--- src/rtl/io_port_unit_pkg.sv ---
// ---------------------------------------------------------------------------
// io_port_unit_pkg
// Shared definitions for the memory-mapped I/O port unit. It holds the
// register index enumeration and the bit positions used in the STATUS and
// CTRL registers.
// ---------------------------------------------------------------------------
package io_port_unit_pkg;

    // Register index taken from addr[1:0] of an I/O access
    typedef enum logic [1:0] {
        IO_TXDATA = 2'd0,
        IO_RXDATA = 2'd1,
        IO_STATUS = 2'd2,
        IO_CTRL   = 2'd3
    } io_reg_t;

    // STATUS register bit positions
    localparam int ST_TX_FULL    = 0;
    localparam int ST_TX_EMPTY   = 1;
    localparam int ST_RX_FULL    = 2;
    localparam int ST_RX_EMPTY   = 3;
    localparam int ST_TX_OVF     = 4;
    localparam int ST_RX_UDF     = 5;
    localparam int ST_TX_CNT_LSB = 8;
    localparam int ST_RX_CNT_LSB = 12;
    localparam int ST_CNT_W      = 3;

    // CTRL register bit positions
    localparam int CTRL_RX_IE    = 0;
    localparam int CTRL_TX_IE    = 1;

endpackage

--- src/rtl/io_fifo.sv ---
// ---------------------------------------------------------------------------
// io_fifo
// Small synchronous FIFO used for both the TX and RX paths of io_port_unit.
// A pop request on an empty FIFO is ignored; a push request on a full FIFO
// is accepted only when a pop happens in the same cycle (the freed slot is
// reused, so the count stays unchanged). The count therefore never exceeds
// DEPTH and the pointers simply wrap modulo DEPTH.
//
// Ports
//   clk, rst_n   clock and asynchronous active-low reset
//   push, din    push request and data
//   pop          pop request (head is presented on dout)
//   dout         head word, 0 when empty
//   full, empty  occupancy flags
//   count        number of stored words (0..DEPTH)
// ---------------------------------------------------------------------------
module io_fifo #(
    parameter int DW    = 16,
    parameter int DEPTH = 4,
    localparam int AW   = $clog2(DEPTH),
    localparam int CW   = $clog2(DEPTH + 1)
) (
    input  logic          clk,
    input  logic          rst_n,
    input  logic          push,
    input  logic          pop,
    input  logic [DW-1:0] din,
    output logic [DW-1:0] dout,
    output logic          full,
    output logic          empty,
    output logic [CW-1:0] count
);

    logic [DW-1:0] mem_r [DEPTH];
    logic [AW-1:0] wr_ptr_r;
    logic [AW-1:0] rd_ptr_r;
    logic [CW-1:0] count_r;

    logic          full_s;
    logic          empty_s;
    logic          do_pop_s;
    logic          do_push_s;
    logic [CW-1:0] count_next_s;

    // Occupancy flags and accepted push/pop decisions
    always_comb begin
        full_s    = (count_r == CW'(DEPTH));
        empty_s   = (count_r == {CW{1'b0}});
        do_pop_s  = pop & ~empty_s;
        // A pop in the same cycle frees the slot a full FIFO needs
        do_push_s = push & (~full_s | do_pop_s);
    end

    // Next occupancy count
    always_comb begin
        count_next_s = count_r;
        case ({do_push_s, do_pop_s})
            2'b10:   count_next_s = count_r + CW'(1);
            2'b01:   count_next_s = count_r - CW'(1);
            default: count_next_s = count_r;
        endcase
    end

    // Pointer and count state
    always_ff @(posedge clk or negedge rst_n) begin
        if (!rst_n) begin
            wr_ptr_r <= {AW{1'b0}};
            rd_ptr_r <= {AW{1'b0}};
            count_r  <= {CW{1'b0}};
        end else begin
            if (do_push_s) begin
                wr_ptr_r <= wr_ptr_r + AW'(1);
            end
            if (do_pop_s) begin
                rd_ptr_r <= rd_ptr_r + AW'(1);
            end
            count_r <= count_next_s;
        end
    end

    // Storage array; contents are irrelevant while count is zero
    always_ff @(posedge clk) begin
        if (do_push_s) begin
            mem_r[wr_ptr_r] <= din;
        end
    end

    // Head word, forced to zero when nothing is stored
    always_comb begin
        if (empty_s) begin
            dout = {DW{1'b0}};
        end else begin
            dout = mem_r[rd_ptr_r];
        end
    end

    assign full  = full_s;
    assign empty = empty_s;
    assign count = count_r;

endmodule

--- src/rtl/io_port_unit.sv ---
// ---------------------------------------------------------------------------
// io_port_unit
// Memory-mapped I/O responder on the CPU data/IO bus. CPU writes to TXDATA
// are buffered in a TX FIFO drained by a peripheral over a valid/ready
// handshake; peripheral words are buffered in an RX FIFO read by the CPU
// through RXDATA. STATUS exposes FIFO state and two sticky error flags,
// CTRL holds interrupt enables, and irq_out is a registered interrupt.
//
// Register map (addr[1:0]): 0 TXDATA, 1 RXDATA, 2 STATUS, 3 CTRL
//
// Ports
//   clk, rst_n          clock and asynchronous active-low reset
//   addr_in, wdata_in   access address and write data
//   wen_in              write enable, active-low
//   iom_in              one-cycle I/O access strobe
//   rdata_out           combinational read data (0 unless reading)
//   tx_valid/tx_data/tx_ready   TX head handshake towards the peripheral
//   rx_valid/rx_data/rx_ready   RX handshake from the peripheral
//   irq_out             registered interrupt request
// ---------------------------------------------------------------------------
module io_port_unit
    import io_port_unit_pkg::*;
#(
    parameter int            DW      = 16,
    parameter int            DEPTH   = 4,
    parameter logic [DW-1:0] IO_BASE = 16'hFF00
) (
    input  logic          clk,
    input  logic          rst_n,
    input  logic [DW-1:0] addr_in,
    input  logic [DW-1:0] wdata_in,
    input  logic          wen_in,
    input  logic          iom_in,
    output logic [DW-1:0] rdata_out,
    output logic          tx_valid,
    output logic [DW-1:0] tx_data,
    input  logic          tx_ready,
    input  logic          rx_valid,
    input  logic [DW-1:0] rx_data,
    output logic          rx_ready,
    output logic          irq_out
);

    localparam int CW = $clog2(DEPTH + 1);

    // Bus decode
    logic          sel_s;
    logic          wr_s;
    logic          rd_s;
    io_reg_t       idx_s;

    // FIFO interface
    logic          tx_push_s;
    logic          tx_pop_s;
    logic          tx_full_s;
    logic          tx_empty_s;
    logic [CW-1:0] tx_count_s;
    logic [DW-1:0] tx_head_s;
    logic          rx_push_s;
    logic          rx_pop_s;
    logic          rx_full_s;
    logic          rx_empty_s;
    logic [CW-1:0] rx_count_s;
    logic [DW-1:0] rx_head_s;

    // Registers
    logic          tx_ovf_r;
    logic          rx_udf_r;
    logic          rx_ie_r;
    logic          tx_ie_r;
    logic          irq_r;

    logic [DW-1:0] status_s;
    logic [DW-1:0] ctrl_s;
    logic          irq_next_s;

    // Address decode and access qualification
    always_comb begin
        sel_s = iom_in & (addr_in[DW-1:2] == IO_BASE[DW-1:2]);
        wr_s  = sel_s & ~wen_in;
        rd_s  = sel_s & wen_in;
        idx_s = io_reg_t'(addr_in[1:0]);
    end

    // FIFO handshakes
    always_comb begin
        tx_push_s = wr_s & (idx_s == IO_TXDATA);
        tx_pop_s  = ~tx_empty_s & tx_ready;
        rx_push_s = rx_valid & ~rx_full_s;
        rx_pop_s  = rd_s & (idx_s == IO_RXDATA);
    end

    io_fifo #(
        .DW    (DW),
        .DEPTH (DEPTH)
    ) u_tx_fifo (
        .clk   (clk),
        .rst_n (rst_n),
        .push  (tx_push_s),
        .pop   (tx_pop_s),
        .din   (wdata_in),
        .dout  (tx_head_s),
        .full  (tx_full_s),
        .empty (tx_empty_s),
        .count (tx_count_s)
    );

    io_fifo #(
        .DW    (DW),
        .DEPTH (DEPTH)
    ) u_rx_fifo (
        .clk   (clk),
        .rst_n (rst_n),
        .push  (rx_push_s),
        .pop   (rx_pop_s),
        .din   (rx_data),
        .dout  (rx_head_s),
        .full  (rx_full_s),
        .empty (rx_empty_s),
        .count (rx_count_s)
    );

    // STATUS and CTRL read images
    always_comb begin
        status_s                             = {DW{1'b0}};
        status_s[ST_TX_FULL]                 = tx_full_s;
        status_s[ST_TX_EMPTY]                = tx_empty_s;
        status_s[ST_RX_FULL]                 = rx_full_s;
        status_s[ST_RX_EMPTY]                = rx_empty_s;
        status_s[ST_TX_OVF]                  = tx_ovf_r;
        status_s[ST_RX_UDF]                  = rx_udf_r;
        status_s[ST_TX_CNT_LSB +: ST_CNT_W]  = ST_CNT_W'(tx_count_s);
        status_s[ST_RX_CNT_LSB +: ST_CNT_W]  = ST_CNT_W'(rx_count_s);
        ctrl_s                               = {DW{1'b0}};
        ctrl_s[CTRL_RX_IE]                   = rx_ie_r;
        ctrl_s[CTRL_TX_IE]                   = tx_ie_r;
    end

    // Read data mux; the RXDATA head is already 0 when the RX FIFO is empty
    always_comb begin
        rdata_out = {DW{1'b0}};
        if (rd_s) begin
            case (idx_s)
                IO_TXDATA: rdata_out = {DW{1'b0}};
                IO_RXDATA: rdata_out = rx_head_s;
                IO_STATUS: rdata_out = status_s;
                IO_CTRL:   rdata_out = ctrl_s;
                default:   rdata_out = {DW{1'b0}};
            endcase
        end else begin
            rdata_out = {DW{1'b0}};
        end
    end

    // Sticky error flags and interrupt enables
    always_ff @(posedge clk or negedge rst_n) begin
        if (!rst_n) begin
            tx_ovf_r <= 1'b0;
            rx_udf_r <= 1'b0;
            rx_ie_r  <= 1'b0;
            tx_ie_r  <= 1'b0;
        end else begin
            // A TXDATA write is lost only if full with no peripheral pop this cycle
            if (tx_push_s && tx_full_s && !tx_pop_s) begin
                tx_ovf_r <= 1'b1;
            end else if (wr_s && (idx_s == IO_STATUS) && wdata_in[ST_TX_OVF]) begin
                tx_ovf_r <= 1'b0;
            end
            if (rx_pop_s && rx_empty_s) begin
                rx_udf_r <= 1'b1;
            end else if (wr_s && (idx_s == IO_STATUS) && wdata_in[ST_RX_UDF]) begin
                rx_udf_r <= 1'b0;
            end
            if (wr_s && (idx_s == IO_CTRL)) begin
                rx_ie_r <= wdata_in[CTRL_RX_IE];
                tx_ie_r <= wdata_in[CTRL_TX_IE];
            end
        end
    end

    // Interrupt source from pre-edge state, giving one cycle of latency
    always_comb begin
        irq_next_s = (rx_ie_r & ~rx_empty_s) | (tx_ie_r & tx_empty_s) | tx_ovf_r | rx_udf_r;
    end

    // Interrupt output register
    always_ff @(posedge clk or negedge rst_n) begin
        if (!rst_n) begin
            irq_r <= 1'b0;
        end else begin
            irq_r <= irq_next_s;
        end
    end

    assign tx_valid = ~tx_empty_s;
    assign tx_data  = tx_head_s;
    assign rx_ready = ~rx_full_s;
    assign irq_out  = irq_r;

endmodule

--- config.mk ---
export PLATFORM = sky130hd
export DESIGN_NAME = io_port_unit
export DESIGN_NICKNAME = d
export VERILOG_FILES = /design/src/rtl/io_port_unit_pkg.sv /design/src/rtl/io_fifo.sv /design/src/rtl/io_port_unit.sv
export SDC_FILE = /design/constraint.sdc
export NUM_CORES = 1
export LEC_CHECK = 0
export ABC_CLOCK_PERIOD_IN_PS = 3300
export CAP_MARGIN = 20
export CORE_MARGIN = 2
export CORE_UTILIZATION = 35
export DETAILED_ROUTE_END_ITERATION = 6
export PLACE_DENSITY = 0.63
export SETUP_SLACK_MARGIN = 0.3
export SYNTH_ARGS = -nofsm -noshare
export SYNTH_HDL_FRONTEND = slang
export SYNTH_SLANG_ARGS = --single-unit
--- constraint.sdc ---
create_clock -name clk -period 3.3 [get_ports clk]
set_clock_uncertainty 0.1 [all_clocks]
set_input_delay 0.495 -clock clk [delete_from_list [all_inputs] [get_ports clk]]
set_output_delay 0.495 -clock clk [all_outputs]
set_load 0.02 [all_outputs]
## Yosys cells after proc, flatten, opt, wreduce, memory -nomap -nowiden

Memory sizes are Yosys's and may differ from the RTL's.
Cells that the tools add are included.

| cells by class | value |
|---|---|
| mux-type cells | 14 |
| reduce and logical (&&, ||, !) cells | 15 |
| divide/modulo/power cells | 0 |
| multipliers | 0 |
| shift-type cells | 0 |
| eq/ne operators | 10 |
| bitwise gates (word level) | 23 |
| magnitude comparators | 0 |
| add/subtract/negate cells | 8 |

Operators with widths:

| operator | count |
|---|---|
| $pmux 16 s4 | 1 |
| $mux 16 | 3 |
| $eq 14x14->1 const B | 1 |
| $and 1x1->1 | 13 |
| $pmux 3 s2 | 2 |
| $add 2x1->2 const B | 4 |
| $eq 2x2->1 const B | 4 |
| $mux 1 | 8 |
| $reduce_bool 2->1 | 4 |
| $logic_and 1x1->1 | 7 |
| $add 3x1->3 const B | 2 |
| $eq 2x1->1 const B | 3 |
| $eq 3x3->1 const B | 2 |
| $logic_not 3->1 | 2 |
| $sub 3x1->3 const B | 2 |
| $not 1->1 | 5 |
| $or 1x1->1 | 5 |
| $logic_not 2->1 | 1 |
| $logic_not 1->1 | 1 |

| word-level totals | value |
|---|---|
| register bits after elaboration | 19 |
| logic and storage cells | 83 |
| output and inout bits | 35 |
| bits in read-only memories | 0 |
| bits in writable memories | 128 |
| latch bits | 0 |
| memories kept | 2 |

Memory list:

| memory | depth | bits a word | rd ports | clocked after Yosys merged registers in | write ports | line | source |
|---|---|---|---|---|---|---|---|
| u_rx_fifo.mem_r | 4 | 16 | 1 | 0 | 1 | io_fifo.sv:34 | `logic [DW-1:0] mem_r [DEPTH];` |
| u_tx_fifo.mem_r | 4 | 16 | 1 | 0 | 1 | io_fifo.sv:34 |  |

## Logic depth before layout (Yosys ltp)

Gate-level depths: netlist of run 1.

| depth | value |
|---|---|
| word-level depth | 9 |
| gate-level depth with buffers | 12 |

## Cells and area by module

Synthesis of run 1 repeated with hierarchy kept, for this count alone.

| second synthesis, totals | value |
|---|---|
| cells, all modules | 371 |
| area, all modules | 6416.2 um^2 |

Modules (own cells, without submodules):

| module | instances | area each (um^2) | seq. area each (um^2) | cells an instance |
|---|---|---|---|---|
| io_fifo (u_rx_fifo) | 1 | 2946.6 | 2097.0 | 156 |
| io_fifo (u_tx_fifo) | 1 | 2929.1 | 2097.0 | 154 |
| io_port_unit | 1 | 540.5 | 125.1 | 61 |

## Least setup slack after synthesis of run 1

OpenSTA, ideal clock, no wires.

| path | value |
|---|---|
| path kind | in2reg |
| from | input addr_in[5] |
| to | register u_rx_fifo.count_r[2] (netlist: u_rx_fifo.count[2]) |
| buffers on the path | 2 |
| data arrival time | 2.914 ns |
| stages on the path | 11 |
| data required time | 3.121 ns |
| path slack | 0.207 ns |
| cells stage by stage | or4_4 -> nor4_4 -> and3_1 -> clkbuf_1 -> buf_2 -> ha_1 -> inv_1 -> fa_1 -> xor2_1 -> nor2_1 -> xor2_1 |

| on the way | value |
|---|---|
| cells in the longest elaborated chain, start to end | 9 |
| elaborated cells on any way between the ends | 11 |
| those cells by class | eq/ne: 3; mux: 1; bitwise: 6; reduce/logical: 1 |

RTL lines:

| element | line | source |
|---|---|---|
| start: declaration | io_port_unit.sv:30 | `input logic [DW-1:0] addr_in,` |
| $eq 14x14->1 (*) | io_port_unit.sv:79 | `sel_s = iom_in & (addr_in[DW-1:2] == IO_BASE[DW-1:2]);` |
| $and 1x1->1 (*) | io_port_unit.sv:79 |  |
| $and 1x1->1 (*) | io_port_unit.sv:81 | `rd_s = sel_s & wen_in;` |
| $and 1x1->1 (*) | io_port_unit.sv:90 | `rx_pop_s = rd_s & (idx_s == IO_RXDATA);` |
| $and 1x1->1 (*) | io_fifo.sv:49 | `do_pop_s = pop & ~empty_s;` |
| via u_rx_fifo.do_pop_s | io_fifo.sv:41 | `logic do_pop_s;` |
| $or 1x1->1 | io_fifo.sv:51 | `do_push_s = push & (~full_s \| do_pop_s);` |
| $and 1x1->1 | io_fifo.sv:51 |  |
| $eq 2x1->1 or $eq 2x2->1 (tied branches) | io_fifo.sv:57 | `case ({do_push_s, do_pop_s})` |
| $pmux 3 s2 or $reduce_bool 2->1 (tied branches) | -- |  |
| end signal: assignment | io_fifo.sv:69 | `count_r <= {CW{1'b0}};` |
| end signal: assignment | io_fifo.sv:77 | `count_r <= count_next_s;` |
| end: declaration | io_fifo.sv:37 | `logic [CW-1:0] count_r;` |

Mark *: on every way through the listed nets, which the timed path passes. The rest lies on a longest branch.
A chain may end at the register's enable or synchronous reset.

## Worst setup path in the final report of run 1

| path | value |
|---|---|
| from | input addr_in[12] |
| to | output rdata_out[13] |

| on the way | value |
|---|---|
| cells in the longest elaborated chain, start to end | 4 |

RTL lines:

| element | line | source |
|---|---|---|
| $eq 14x14->1 | io_port_unit.sv:79 |  |
| $and 1x1->1 | io_port_unit.sv:79 |  |
| $and 1x1->1 | io_port_unit.sv:81 |  |
| $mux 16 | io_port_unit.sv:142 | `if (rd_s) begin` |
| end: declaration | io_port_unit.sv:34 | `output logic [DW-1:0] rdata_out,` |

No other way between the ends.

==> impl_metrics.yaml, run 1 <==
clock_network:
  cts-buffers-inserted: 17
  cts.sinks: 147
  h-tree-depth: 4
  cts_tree: "built"
  clock_latency_ps: 410
  cts_root_buffer: "clkbuf_16"
  cts.clk_slew.worst_paths_ps: 50
  hold_buffers: 0
  clock_path_buffers: 2
timing:
  setup_viol: 0
  rsz0062_at_grt: "yes"
  hold_viol_final: 0
  max_freq_mhz: 347
  timing.final.max_slew_violations: 0
  slew_headroom: 0.375
  setup_tns_ps: 0
  min_period_ps: 2880
  worst_pin_slew_ps: 935
  fin_crit_sh: 0.873
floorplan:
  initial_core_util: 0.356
  die_w_um: 136
  coreArea_sq_um: 17200
  die_h_um: 136
  die_area_sq_um: 18600
  rows: 48
  ioPinCount: 89
cells_and_area:
  n_fill_cell: 1451
  syn_to_final_growth_pct: 31.9
  fin_nets: 534
  drive_gt1_frac: 0.247
  seq_area_sq_um: 4320
  final_area_sq_um: 8100
  multi_input_area_sq_um: 1740
  antennaDiodeCount: 0
  fin_util: 0.470
global_route:
  grt_overflow: 0
  grt_usage: 0.148
  antenna_found_initial: 1
  grt_first_pass_wirelength_mm: 19.9
  grt_max_degree: 20
  grt_pass1_vias: 3604
pwr:
  max-vdd-ir-drop_v: 0.000424
  p_leak_nw: 2.86
  p_per_area_nw_per_um2: 672
synthesis:
  synth_adder_area_share: 0.0249
  synth-seq-cells: 147
  synthMuxAreaShare: 0.126
  syn_nets: 411
  syn_area_sq_um: 6140
  netlist_instances: 346
  synth_xor_area_frac: 0.0143
  yosys_warnings: 0
  synth_cell_types: 38
  synth_top_family_by_area: "multiplexers"
  seq_area_frac_synth: 0.704
  synth-simple-area-share: 0.0789
  avgSynthCellArea_sq_um: 17.7
  synth-compound-area-share: 0.0353
drt:
  via_per_inst: 4.93
  routed-via-count: 3484
  first_iter_violations: 217
  ant_nets: 0
  wire_per_inst_um: 18.2
  first_pass_iters: 4
  post-route-drc-count: 0
  routed_wirelength_mm: 12.8
setup_path:
  crit_type: "primary input to output port"
  start_kind: "primary input"
  r2r_start: "u_rx_fifo.count[2]"
  crit_required_ps: 2700
  rrSetupSlack_ps: 910
  r2r-end: "u_rx_fifo.count[2]"
  crit_start: "addr_in[12]"
  crit_arrival_ps: 2280
  crit_path_end_kind: "output port"
  reg2regPathDepth: 11
  crit_fanout: 6
  crit_end: "rdata_out[13]"
placement:
  placedInstanceArea_sq_um: 7520
  gp_congestion: 0.763
  place.port_buffers: 88
  place_hpwl_mm: 8.61
min_path:
  hold_path.class: "register to register"
status:
  status: "finished clean"
job:
  maxCapViolCount: 0
-- Yosys cell counts (all sizes together) --
cell	number	area, sq um
buf	4	18.8
or4	4	38.8
a22oi	5	37.5
inv	11	41.3
and2	10	62.6
a22o	9	78.8
nand2	12	45.0
fa	2	40.0
and3	6	37.5
nor4	1	21.3
a211oi	1	7.51
clkbuf	11	41.3
mux2	4	45.0
xnor2	7	61.3
o211a	2	20.0
xor2	3	26.3
nand3b	1	7.51
nand4b	1	8.76
nand4	1	6.26
edfxtp	128	3840
nor3	4	20.0
ha	9	113
a32oi	2	17.5
nor2	17	63.8
mux2i	1	10.0
mux4	32	721
dfrtp	19	475
or2	1	6.26
nand3	7	35.0
a221o	1	10.0
o21ai	5	25.0
nor2b	17	106
a21oi	4	20.0
or3	3	18.8
nand2b	1	6.26
-- through the flow --
step	worst slack, ps	total power, mW	cells	hold WS (ps)
after floorplan	318	3.15	346	99.4
after global placement	-183	3.68	672	360
after detailed placement	-223	3.71	672	363
after CTS	297	5.50	707	375
after global routing	243	5.70	707	395
final	420	5.44	707	377
-- flip-flops by register name (all words and copies together), names as in the netlist, 2 cells and up --
name / count
u_rx_fifo.count: 3
u_rx_fifo.rd_ptr_r: 2
u_tx_fifo.mem_r: 64
u_rx_fifo.wr_ptr_r: 2
u_tx_fifo.count: 3
u_rx_fifo.mem_r: 64
u_tx_fifo.wr_ptr_r: 2
u_tx_fifo.rd_ptr_r: 2
-- placed cells by master, fill, tap and decap left out, drive strengths merged, types with 6 or more instances in the layout --
master	Yosys	final
nand3	7	7
a22o	9	9
nand2	12	12
clkdlybuf4s50	0	68
edfxtp	128	128
nor2b	17	17
dfrtp	19	19
mux4	32	32
inv	11	11
clkbuf	11	22
and2	10	10
nor2	17	17
buf	4	42
xnor2	7	7
and3	6	6
ha	9	9
-- power by group --
group,switching [mW],internal [mW]
clock,0.681,1.10
sequential,0.115,2.25
combinational,0.657,0.637
total,1.45,3.99
-- cell type report --
class                      count  area share
timing repair buffer         119       0.144
tap                          225      0.0348
inverter                      11     0.00510
multi-input combinational    173       0.214
clock buffer                  21      0.0544
clock inverter                11      0.0139
sequential                   147       0.533
-- critical path, stage by stage --
cell,delay (ps)
clkdlybuf4s50_1,460
nand4_1,210
nor4_4,310
buf_4,170
and3_4,220
buf_6,130
a22o_1,170
buf_6,130
-- how the worst min path moves through the flow --
stage,from,end,slack [ps],depth (start not counted)
final,u_tx_fifo.rd_ptr_r[1],u_tx_fifo.rd_ptr_r[1],380,1
after global routing,u_tx_fifo.rd_ptr_r[1],u_tx_fifo.rd_ptr_r[1],400,1
after CTS,u_tx_fifo.rd_ptr_r[1],u_tx_fifo.rd_ptr_r[1],370,1
after detailed placement,u_tx_fifo.rd_ptr_r[1],u_tx_fifo.rd_ptr_r[1],360,1
after global placement,u_tx_fifo.rd_ptr_r[1],u_tx_fifo.rd_ptr_r[1],360,1
after floorplan,rst_n,irq_out,100,0
-- timing repair --
action | in CTS | in global routing
buffers inserted | 2 | 0
setup endpoints to repair | 33 | 25
resized for setup | 66 | 12
pin swaps | 2 | 5
cloned | 1 | 0
-- metal layers --
metal / share of wire / GRT usage
met3: 0.070 / 0.0474
met4: 0.0076 / 0.0434
met2: 0.48 / 0.245
met5: 0.00078 / 0
met1: 0.44 / 0.186
-- kinds of logic (layout without fill, tap and decap cells) --
| logic type | count (synthesis) | count (layout) |
|---|---|---|
| compound gates | 29 | 29 |
| xor+xnor | 10 | 10 |
| fa+ha+maj | 11 | 11 |
| buf+inv | 26 | 162 |
| flops | 147 | 147 |
| mux | 37 | 37 |
| simple gates | 86 | 86 |
Power figures use the tool's default switching activity.
==> run 2: changes to the inputs <==
--- a/config.mk
+++ b/config.mk
@@ -10,7 +10,7 @@
 export CORE_MARGIN = 2
 export CORE_UTILIZATION = 35
 export DETAILED_ROUTE_END_ITERATION = 6
-export PLACE_DENSITY = 0.63
+export PLACE_DENSITY = 0.54
 export SETUP_SLACK_MARGIN = 0.3
 export SYNTH_ARGS = -nofsm -noshare
 export SYNTH_HDL_FRONTEND = slang
==> run 2 against run 1 <==
  * Via count is 0.26% higher
  * Global-route usage is 0.67 points higher
  * Core utilization is 0.26 points higher
  * Final cell count is 0.99% higher
  * Non-clock buffer count is 7 higher
  * Critical path type unchanged
  * Highest routed layer is now met4
==> impl_metrics.yaml, run 2 (same netlist as run 1, synthesis figures left out) <==
drt:
  via_per_inst: 4.89
  first_iter_violations: 193
  ant_nets: 0
  routed-via-count: 3493
  post-route-drc-count: 0
  first_pass_iters: 4
  routed_wirelength_mm: 13.2
  wire_per_inst_um: 18.5
pwr:
  p_per_area_nw_per_um2: 676
  max-vdd-ir-drop_v: 0.000446
  p_leak_nw: 2.89
  power_mw: 5.50
timing:
  finalHoldWorstSlack_ps: 374
  worst_pin_slew_ps: 939
  min_period_ps: 2890
  max_freq_mhz: 346
  setup_tns_ps: 0
  hold_viol_final: 0
  slew_headroom: 0.372
  fin_ws_ps: 410
  setup_viol: 0
  timing.final.max_slew_violations: 0
  fin_crit_sh: 0.876
  rsz0062_at_grt: "no"
floorplan:
  die_w_um: 136
  coreArea_sq_um: 17200
  die_h_um: 136
  ioPinCount: 89
  initial_core_util: 0.356
  die_area_sq_um: 18600
  rows: 48
clock_network:
  cts_root_buffer: "clkbuf_16"
  hold_buffers: 0
  cts.sinks: 147
  clock_latency_ps: 420
  cts-buffers-inserted: 17
  cts_tree: "built"
  clock_path_buffers: 2
  cts.clk_slew.worst_paths_ps: 60
  h-tree-depth: 4
cells_and_area:
  antennaDiodeCount: 0
  layout_commonest_cell: "edfxtp_1"
  seq_area_sq_um: 4320
  fin_nets: 541
  fin_util: 0.472
  reg_top3: "u_rx_fifo.mem_r (64), u_tx_fifo.mem_r (64)"
  multi_input_area_sq_um: 1740
  n_fill_cell: 1467
  final_area_sq_um: 8140
  drive_gt1_frac: 0.270
  syn_to_final_growth_pct: 32.7
  final_cells: 714
  layout_common_cells: "edfxtp_1, clkdlybuf4s50_1, buf_4, mux4_2, dfrtp_1"
placement:
  place_hpwl_mm: 9.20
  placedInstanceArea_sq_um: 7550
  dp.cells: 678
  gp_congestion: 0.832
  place.port_buffers: 88
  pre_cts_ws_ps: -219
global_route:
  grt_first_pass_wirelength_mm: 20.9
  grt_max_degree: 20
  grt_usage: 0.154
  grt_pass1_vias: 3733
  antenna_found_initial: 0
  grt_overflow: 0
setup_path:
  crit_required_ps: 2700
  crit_path_end_kind: "output port"
  crit_type: "primary input to output port"
  crit_fanout: 8
  reg2regPathDepth: 9
  crit_arrival_ps: 2300
  start_kind: "primary input"
min_path:
  hold_path.class: "register to register"
  min_delay_path_depth: 1
job:
  maxCapViolCount: 0
status:
  status: "finished clean"
[run 2: cell types whose count changed in the layout (fill, tap and decap cells not counted), moves of 3 or more]
cell and change:
dlymetal6s2s_1 -4, clkinvlp_4 -4, clkdlybuf4s15_2 -4, dlygate4sd2_1 +3, buf_2 -4, buf_6 +3, buf_4 +15, clkinv_4 +4
[run 2: layout make-up]
cell class | count | share of cell area
Sequential cell | 147 | 0.531
Multi-Input combinational cell | 173 | 0.214
Timing Repair Buffer | 126 | 0.146
Clock buffer | 20 | 0.0536
Tap cell | 225 | 0.0346
Clock inverter | 12 | 0.0163
Inverter | 11 | 0.00507
[run 2: per-layer routing]
layer	vias to the layer above	wire, um	track usage
li1	1622	-	-
met1	1759	5840	0.196
met2	96	6390	0.248
met3	16	738	0.0425
met4	0	255	0.0677
met5	-	0	0
[run 2: repair_timing]
action / 4_1_cts / 5_1_grt
endpoints found under the setup margin: 16 / 16
resized for setup: 92 / 1
setup buffers: 2 / 2
pin swaps: 6 / 2
[run 2: path summary, 6_finish.rpt]
kind / from / endpoint / slack [ps]
min in group asynchronous: rst_n / u_rx_fifo.rd_ptr_r[1] / 500
min: u_tx_fifo.rd_ptr_r[1] / u_tx_fifo.rd_ptr_r[1] / 370
max: addr_in[5] / rdata_out[14] / 410
max in group asynchronous: rst_n / u_rx_fifo.rd_ptr_r[0] / 1960
max reg2reg: u_rx_fifo.count[0] / u_rx_fifo.count[2] / 960
min reg2reg: u_tx_fifo.rd_ptr_r[1] / u_tx_fifo.rd_ptr_r[1] / 370
[run 2: power by group]
| group | total (mW) | switching [mW] | internal [mW] |
|---|---|---|---|
| Clock | 1.84 | 0.727 | 1.12 |
| Sequential | 2.36 | 0.110 | 2.25 |
| Combinational | 1.30 | 0.668 | 0.631 |
[run 2: worst max-delay path, cell delays in order]
cell             delay (ps)
clkdlybuf4s50_1         410
or4_4                   450
nor4_4                  270
and3_4                  260
buf_6                   130
a22o_1                  140
buf_4                   140
